$ cat config.mk
export PLATFORM = sky130hd
export DESIGN_NAME = regfile_read_port
export DESIGN_NICKNAME = d
export VERILOG_FILES = /design/src/rtl/regfile_read_port_pkg.sv /design/src/rtl/resp_fifo2.sv /design/src/rtl/regfile_read_port.sv
export SDC_FILE = /design/constraint.sdc
export NUM_CORES = 1
export LEC_CHECK = 0
export CAP_MARGIN = 20
export CORE_UTILIZATION = 51
export CTS_BUF_LIST = sky130_fd_sc_hd__clkbuf_4
export DETAILED_ROUTE_END_ITERATION = 10
export PLACE_DENSITY_LB_ADDON = 0.08
export SYNTH_ARGS = -nofsm -noshare
export SYNTH_HDL_FRONTEND = slang
export SYNTH_SLANG_ARGS = --single-unit
export TNS_END_PERCENT = 30
$ cat constraint.sdc
create_clock -name clk -period 3.8 [get_ports clk]
set_input_delay 0.57 -clock clk [delete_from_list [all_inputs] [get_ports clk]]
set_output_delay 0.57 -clock clk [all_outputs]
set_load 0.1 [all_outputs]
$ cat src/rtl/regfile_read_port_pkg.sv
// Shared constants for the register-file read port.
//   DATA_W     : width of register data and snooped write data
//   ADDR_W     : register index width (32 registers)
//   RESP_DEPTH : entries in the response buffer
//   CNT_W      : width of the response buffer occupancy count (0..RESP_DEPTH)
package regfile_read_port_pkg;
    localparam int DATA_W     = 32;
    localparam int ADDR_W     = 5;
    localparam int RESP_DEPTH = 2;
    localparam int CNT_W      = $clog2(RESP_DEPTH + 1);
endpackage

$ cat src/rtl/resp_fifo2.sv
// Two-entry in-order response buffer with fall-through.
// When empty, the entry being pushed is already presented on head_o, so a
// push in cycle N+1 is visible to the consumer in that same cycle; if it is
// also popped in that cycle it is never stored.
// Ports:
//   clk_i, rst_ni : clock, synchronous active-low reset
//   push_i        : entry presented this cycle (push_data_i)
//   pop_i         : consumer takes head_o this cycle
//   head_o        : oldest entry, or push_data_i when empty
//   full_o        : both entries stored
//   empty_o       : nothing stored
//   count_o       : stored entries (0..2)
module resp_fifo2
    import regfile_read_port_pkg::*;
#(
    parameter int DW = regfile_read_port_pkg::DATA_W
) (
    input  logic             clk_i,
    input  logic             rst_ni,
    input  logic             push_i,
    input  logic [DW-1:0]    push_data_i,
    input  logic             pop_i,
    output logic [DW-1:0]    head_o,
    output logic             full_o,
    output logic             empty_o,
    output logic [CNT_W-1:0] count_o
);
    logic [DW-1:0]    mem_q [RESP_DEPTH];
    logic             wr_ptr_q, wr_ptr_d;
    logic             rd_ptr_q, rd_ptr_d;
    logic [CNT_W-1:0] count_q, count_d;
    logic             store;
    logic             unstore;

    assign empty_o = (count_q == '0);
    assign full_o  = (count_q == CNT_W'(RESP_DEPTH));
    assign count_o = count_q;
    assign head_o  = empty_o ? push_data_i : mem_q[rd_ptr_q];

    // A push that is popped straight through while empty is never stored.
    assign store   = push_i && !(empty_o && pop_i) && (!full_o || pop_i);
    assign unstore = pop_i && !empty_o;

    always_comb begin
        wr_ptr_d = wr_ptr_q;
        rd_ptr_d = rd_ptr_q;
        count_d  = count_q;
        if (store) begin
            wr_ptr_d = ~wr_ptr_q;
        end
        if (unstore) begin
            rd_ptr_d = ~rd_ptr_q;
        end
        case ({store, unstore})
            2'b10:   count_d = count_q + 1'b1;
            2'b01:   count_d = count_q - 1'b1;
            default: count_d = count_q;
        endcase
    end

    always_ff @(posedge clk_i) begin
        if (!rst_ni) begin
            wr_ptr_q <= 1'b0;
            rd_ptr_q <= 1'b0;
            count_q  <= '0;
        end else begin
            wr_ptr_q <= wr_ptr_d;
            rd_ptr_q <= rd_ptr_d;
            count_q  <= count_d;
        end
    end

    // Storage needs no reset: it is only read while count_q says it is valid.
    always_ff @(posedge clk_i) begin
        if (store) begin
            mem_q[wr_ptr_q] <= push_data_i;
        end
    end
endmodule

$ cat src/rtl/regfile_read_port.sv
// Register-file read port with write forwarding and a 2-entry response buffer.
// A request accepted in cycle N drives rf_raddr in N; the storage answers in
// N+1 and that value (or forwarded write data, or zero for register 0) is
// pushed into the response buffer in N+1.
// Ports:
//   clk, reset            : clock, synchronous active-low reset
//   req_valid/req_ready   : request handshake, req_addr = register index
//   rf_raddr / rf_rdata   : storage read address / data one cycle later
//   wr_en/wr_addr/wr_data : snooped register write port
//   resp_valid/resp_ready : response handshake, resp_data = read result
// Handshakes: a transfer happens in a cycle where valid and ready are both
// high; valid does not depend on ready.
module regfile_read_port #(
    parameter int DATA_W = regfile_read_port_pkg::DATA_W,
    parameter int ADDR_W = regfile_read_port_pkg::ADDR_W
) (
    input  logic              clk,
    input  logic              reset,
    input  logic              req_valid,
    output logic              req_ready,
    input  logic [ADDR_W-1:0] req_addr,
    output logic [ADDR_W-1:0] rf_raddr,
    input  logic [DATA_W-1:0] rf_rdata,
    input  logic              wr_en,
    input  logic [ADDR_W-1:0] wr_addr,
    input  logic [DATA_W-1:0] wr_data,
    output logic              resp_valid,
    input  logic              resp_ready,
    output logic [DATA_W-1:0] resp_data
);
    import regfile_read_port_pkg::*;

    logic              inflight_q, inflight_d;
    logic              zero_q, zero_d;
    logic              fwd_q, fwd_d;
    logic [DATA_W-1:0] fwd_data_q, fwd_data_d;

    logic              accept;
    logic [DATA_W-1:0] cap_data;
    logic              pop;
    logic [DATA_W-1:0] fifo_head;
    logic              fifo_full;
    logic              fifo_empty;
    logic [CNT_W-1:0]  fifo_count;

    assign rf_raddr = req_addr;

    // occupancy + in-flight < 2; a pop this cycle does not free a slot.
    assign req_ready = reset && !fifo_full && !((fifo_count == CNT_W'(1)) && inflight_q);
    assign accept    = req_valid && req_ready;

    // Forwarding is decided in the acceptance cycle: the storage read issued
    // then cannot yet see a write landing at the end of that same cycle.
    assign zero_d     = (req_addr == '0);
    assign fwd_d      = wr_en && (wr_addr == req_addr) && (req_addr != '0);
    assign fwd_data_d = wr_data;
    assign inflight_d = accept;

    assign cap_data = zero_q ? '0 : (fwd_q ? fwd_data_q : rf_rdata);

    // Outputs are held quiet while reset is low so nothing accepted before
    // reset can surface.
    assign resp_valid = reset && (!fifo_empty || inflight_q);
    assign resp_data  = resp_valid ? fifo_head : '0;
    assign pop        = resp_valid && resp_ready;

    always_ff @(posedge clk) begin
        if (!reset) begin
            inflight_q <= 1'b0;
            zero_q     <= 1'b0;
            fwd_q      <= 1'b0;
            fwd_data_q <= '0;
        end else begin
            inflight_q <= inflight_d;
            if (accept) begin
                zero_q     <= zero_d;
                fwd_q      <= fwd_d;
                fwd_data_q <= fwd_data_d;
            end
        end
    end

    resp_fifo2 #(
        .DW(DATA_W)
    ) u_resp_fifo (
        .clk_i       (clk),
        .rst_ni      (reset),
        .push_i      (inflight_q),
        .push_data_i (cap_data),
        .pop_i       (pop),
        .head_o      (fifo_head),
        .full_o      (fifo_full),
        .empty_o     (fifo_empty),
        .count_o     (fifo_count)
    );
endmodule

==> results of run 1 <==
-- worst register-to-register path: cells and delay by family (launching register included) --
| family | cells | cell delay, ps |
|---|---|---|
| flip-flops | 1 | 420 |
| adder cells (fa/ha/maj) | 1 | 380 |
| AND/OR/NAND/NOR | 2 | 1140 |
| AO/OA/AOI/OAI | 1 | 210 |
| buffers and inverters | 1 | 90 |
-- stage by stage --
stage,power (W),hold slack [ps]
floorplan,0.00192,435
global placement,0.00226,443
detailed placement,0.00227,448
CTS,0.00289,468
global route,0.00300,490
finish,0.00288,465
-- report_power, final --
part,switching [W],total (W),internal [W]
registers,0.0000354,0.00129,0.00126
logic,0.000602,0.000952,0.000350
clock network,0.000347,0.000636,0.000289
-- registers in the layout, indices dropped and copies added, names as in the netlist, named ones only --
signal                cells
u_resp_fifo.count_o       2
u_resp_fifo.rd_ptr_q      1
u_resp_fifo.wr_ptr_q      1
inflight_q                1
zero_q                    1
fwd_data_q               32
u_resp_fifo.mem_q        64
fwd_q                     1
-- synth_stat cells (2+ instances only) --
cell / instances / area, µm²
mux2i_1: 64 / 641
nand2_1: 67 / 251
ha_1: 4 / 50.1
inv_1: 5 / 18.8
buf_4: 8 / 60.1
a21boi_1: 7 / 52.6
a21oi_1: 33 / 165
o21ai_1: 2 / 10.0
xnor2_1: 7 / 61.3
buf_2: 9 / 45.0
nor2_1: 98 / 368
and3b_1: 2 / 17.5
and2_1: 5 / 31.3
clkbuf_1: 20 / 75.1
edfxtp_1: 64 / 1920
dfxtp_1: 40 / 801
a21boi_0: 26 / 195
-- area by class of cell --
class | instances | area share
timing repair buffer | 124 | 0.236
multi-input combinational | 325 | 0.298
tap | 129 | 0.0245
clock inverter | 4 | 0.0106
inverter | 6 | 0.00342
sequential | 104 | 0.414
clock buffer | 12 | 0.0137
-- layer usage --
layer,global-route usage,vias to the layer above,wire [µm]
li1,-,1797,-
met1,0.282,1718,4730
met2,0.392,93,5260
met3,0.0365,14,434
met4,0.0894,0,178
met5,0,-,0
-- how the worst max path moves through the flow --
| stage | endpoint | slack [ps] | depth (start not counted) |
|---|---|---|---|
| after CTS | resp_data[14] | 310 | 6 |
| after floorplan | resp_data[0] | 770 | 6 |
| after detailed placement | resp_data[14] | 840 | 6 |
| after global routing | resp_data[26] | 150 | 6 |
| after global placement | resp_data[14] | 890 | 6 |
| final | resp_data[14] | 350 | 6 |
-- cell families (layout without fill, tap and decap cells) --
| group | after synthesis | in the layout |
|---|---|---|
| buf+inv | 44 | 146 |
| simple gates | 177 | 177 |
| xor+xnor | 8 | 8 |
| flops | 104 | 104 |
| compound gates | 72 | 72 |
| mux | 64 | 64 |
| fa+ha+maj | 4 | 4 |
==> flow_summary.ini, run 1 <==
[global_routing]
grt_pass1_wl_um = 17200
grt_max_degree = 37
antenna_found_initial = 0
grt_pass1_vias = 3695
grt-ovfl-total = 0
grt_usage = 0.225

[cells_and_area]
fin_cells = 704
fin_util = 0.712
finalNetCount = 653
diodes = 0
multi_input_area_um2 = 1960
drive_gt1_frac = 0.122
layout_commonest_cell = nor2_1
regArea_um2 = 2730
final.fill_count = 684
mostFrequentLayoutCells = nor2_1, clkdlybuf4s50_1, nand2_1
final_cell_area_um2 = 6580
area.growth.synth_to_final_pct = 35.4

[timing]
fin_setup_tns_ps = 0
finalHoldViolCount = 0
clock.fmax_mhz = 290
rsz0062_at_grt = no
fin_crit_ps = 3450
fin_ws_ps = 347
worst-slew-pin-transition_ps = 1080
slew_violations = 0
fin_skew_ps = 20.1
min_period_over_period = 0.909
relSlewSlack = 0.282
finalSetupViolCount = 0

[yosys]
yosys_warnings = 0
synth_cells = 473
synthArstFlopShare = 0
ys_ff_latch = 104
syn_area_um2 = 4860
synth_top_family_by_area = simple AND/OR/NAND/NOR gates
synth_edf_count = 64
syn_nets = 556
seq_area_frac_synth = 0.560
synthAdderAreaFrac = 0.0103
synthSimpleGateAreaFrac = 0.148
synthFlopType = edfxtp_1
syn_area_per_cell_um2 = 10.3
synthMuxAreaShare = 0.132
synth_xor_area_frac = 0.0144
synth-compound-area-share = 0.0929
yosysUniqueCellTypes = 29

[clock_tree]
cts_htree_levels = 3
cts_setup_buffers = 0
clockBufferDepth = 2
tritoncts = yes
clockRootBuffer = clkbuf_4
clk_pin_slew_ps = 150
hold_buffers = 0
cts-resized-gates = 0
numCtsBuffers = 9
cts.sinks = 104
clkLatencyLatePin_ps = 440

[setup_path]
worstPathArrival_ps = 2880
crit_type = flip-flop to primary output
worstPathRequired_ps = 3230
crit_path_start = u_resp_fifo.count_o[0]
cp_slowest_cell = o21ai_4
rr_worst_depth = 5
start_kind = flip-flop
cp_cell_sequence = inv_1, ha_2, inv_1, o21ai_4, nor2_1, buf_12
r2r-end = u_resp_fifo.mem_q[0][23]
path_common_cell = inv_1
path_max_fanout = 33
end_kind = primary output
worstReg2RegStart = u_resp_fifo.count_o[0]
slowest_delay_ps = 780
crit_buf_inv = 3
cpLargestDelayFamily = compound AO/OA/AOI/OAI gates
rrSetupSlack_ps = 1180

[run_status]
outcome = finished, final reports clean

[worst_hold_path]
whs_path_depth = 2
min_to = fwd_data_q[28]
hold_class = flip-flop to flip-flop
min_from = fwd_data_q[28]

[die]
row_count = 35
dieWidth_um = 99.6
start_util = 0.526
dieArea_um2 = 9930
core_area_um2 = 9240
chipHeight_um = 99.6
pin_count = 118

[power]
ir_drop_v = 0.000200
leakage_nw = 2.28
p_per_area_nw_per_um2 = 437

[placed_design]
place_area_um2 = 6420
dp_hpwl_um = 7130
place.gp.congestion = 0.777
dp_slack_ps = 841
io_buffers = 117
dp_cells = 688

[detailed_routing]
firstDrtPassIters = 4
via_per_inst = 5.14
drt_iter0_drc = 152
drc = 0
routedWlPerCell_um = 15.1
ant_nets = 0
drt-total-wl_um = 10600
vias = 3622

[job]
cap_violations = 0
(Power assumes the default switching activity.)
==> run 2, diff against run 1 <==
CORE_MARGIN = 2   (was unset)
CTS_CLUSTER_DIAMETER = 50   (was unset)
==> flow_summary.ini, run 2 (synthesis gave the netlist of run 1 again) <==
[run_status]
outcome = finished, final reports clean

[cells_and_area]
largest-register = u_resp_fifo.mem_q
area.growth.synth_to_final_pct = 34.7
diodes = 0
mostFrequentLayoutCells = nor2_1, clkdlybuf4s50_1, nand2_1
largest_reg_flops = 64
layout_commonest_cell = nor2_1
finalNetCount = 654
drive_gt1_frac = 0.123
final_cell_area_um2 = 6550

[timing]
relSlewSlack = 0.311
fin_crit_ps = 3290
worst-slew-pin-transition_ps = 1030
min_period_over_period = 0.865
fin_setup_tns_ps = 0
rsz0062_at_grt = no
finalHoldViolCount = 0
clock.fmax_mhz = 304
finalSetupViolCount = 0
fin_skew_ps = 24.6
whs_ps = 468
slew_violations = 0

[clock_tree]
cts.sinks = 104
hold_buffers = 0
tritoncts = yes
clockBufferDepth = 2
numCtsBuffers = 9
cts-resized-gates = 0
cts_htree_levels = 3
cts_setup_buffers = 0
clkLatencyLatePin_ps = 450
clk_pin_slew_ps = 140
clockRootBuffer = clkbuf_4

[die]
row_count = 35
pin_count = 118
dieArea_um2 = 10300
core_area_um2 = 9240
start_util = 0.526
dieWidth_um = 102
chipHeight_um = 102

[placed_design]
io_buffers = 117
place_area_um2 = 6430
place.gp.congestion = 0.729
dp_hpwl_um = 7340

[worst_hold_path]
hold_class = flip-flop to flip-flop
whs_path_depth = 2

[setup_path]
path_common_cell = inv_1
worstPathRequired_ps = 3230
cpLargestDelayFamily = compound AO/OA/AOI/OAI gates
cp_slowest_cell = o21ai_4
cp.depth = 6
cp_cell_sequence = inv_1, ha_2, inv_1, o21ai_4, nor2_1, buf_12
start_kind = flip-flop
worstPathArrival_ps = 2720
crit_buf_inv = 3
crit_type = flip-flop to primary output
slowest_delay_ps = 760
rr_worst_depth = 8
path_max_fanout = 33
end_kind = primary output

[global_routing]
grt_pass1_wl_um = 17700
grt-ovfl-total = 0
grt_max_degree = 45
grt_pass1_vias = 3705
grt_usage = 0.223
antenna_found_initial = 0

[power]
leakage_nw = 2.25
clockPowerShare = 0.183
p_sw_frac = 0.361
p_per_area_nw_per_um2 = 420
ir_drop_v = 0.000227
p_switching_w = 0.000992
comb_power_share = 0.347
sequentialPowerShare = 0.470
intPower_w = 0.00176
finalPower_w = 0.00275

[detailed_routing]
firstDrtPassIters = 4
ant_nets = 0
drt-total-wl_um = 10900
via_per_inst = 5.12
vias = 3612
drt_iter0_drc = 150
routedWlPerCell_um = 15.4
drc = 0

[job]
cap_violations = 0
==> run 2: changes by cell type in the layout (fill, tap and decap cells not counted), sizes merged <==
cell / delta
bufinv: -2
clkbuf: -1
clkinv: +1
inv: -1
clkinvlp: +3
buf: +1
==> run 2: final timing paths <==
| check | startpoint | endpoint | slack (ps) |
|---|---|---|---|
| worst max-delay path | u_resp_fifo.count_o[0] | resp_data[12] | 510 |
| worst min-delay path | fwd_data_q[8] | fwd_data_q[8] | 470 |
| worst max register to register | u_resp_fifo.count_o[0] | u_resp_fifo.count_o[1] | 1430 |
| worst min register to register | fwd_data_q[8] | fwd_data_q[8] | 470 |
==> run 2: power groups by stage <==
| stage | Sequential (W) | Combinational, W | Clock [W] |
|---|---|---|---|
| floorplan | 0.00130 | 0.000620 | 0 |
| global placement | 0.00131 | 0.000949 | 0 |
| detailed placement | 0.00132 | 0.000958 | 0 |
| CTS | 0.00129 | 0.000961 | 0.000513 |
| global route | 0.00130 | 0.00102 | 0.000556 |
| finish | 0.00129 | 0.000954 | 0.000504 |
==> run 2: layout make-up <==
| cell class | count | area (µm²) |
|---|---|---|
| fill | 739 | 2690 |
| tap | 129 | 161 |
| multi-input combinational | 325 | 1960 |
| timing repair buffer | 125 | 1560 |
| sequential | 104 | 2730 |
| clock buffer | 11 | 82.6 |
| clock inverter | 5 | 35.0 |
| inverter | 6 | 22.5 |
==> run 2: worst min-delay path, delay by kind of cell (launching register included) <==
family / cells / cell delay, ps
and+or+nand+nor: 1 / 50
AOI/OAI and AO/OA: 1 / 50
DFF: 1 / 340
==> run 2: routing by layer <==
layer | GRT usage | vias up | share of wire
met1 | 0.287 | 1689 | 0.44
met2 | 0.386 | 107 | 0.49
met5 | 0 | - | 0
met3 | 0.0373 | 10 | 0.062
li1 | - | 1806 | -
met4 | 0.0686 | 0 | 0.011
==> run 2: per-stage QoR <==
step / util / worst slack, ps / cells
2_1_floorplan: - / 769 / 473
3_3_place_gp: 0.696 / 1040 / 689
3_5_place_dp: 0.696 / 980 / 689
4_1_cts: 0.709 / 481 / 705
5_1_grt: 0.709 / 261 / 705
6_report: 0.709 / 513 / 705
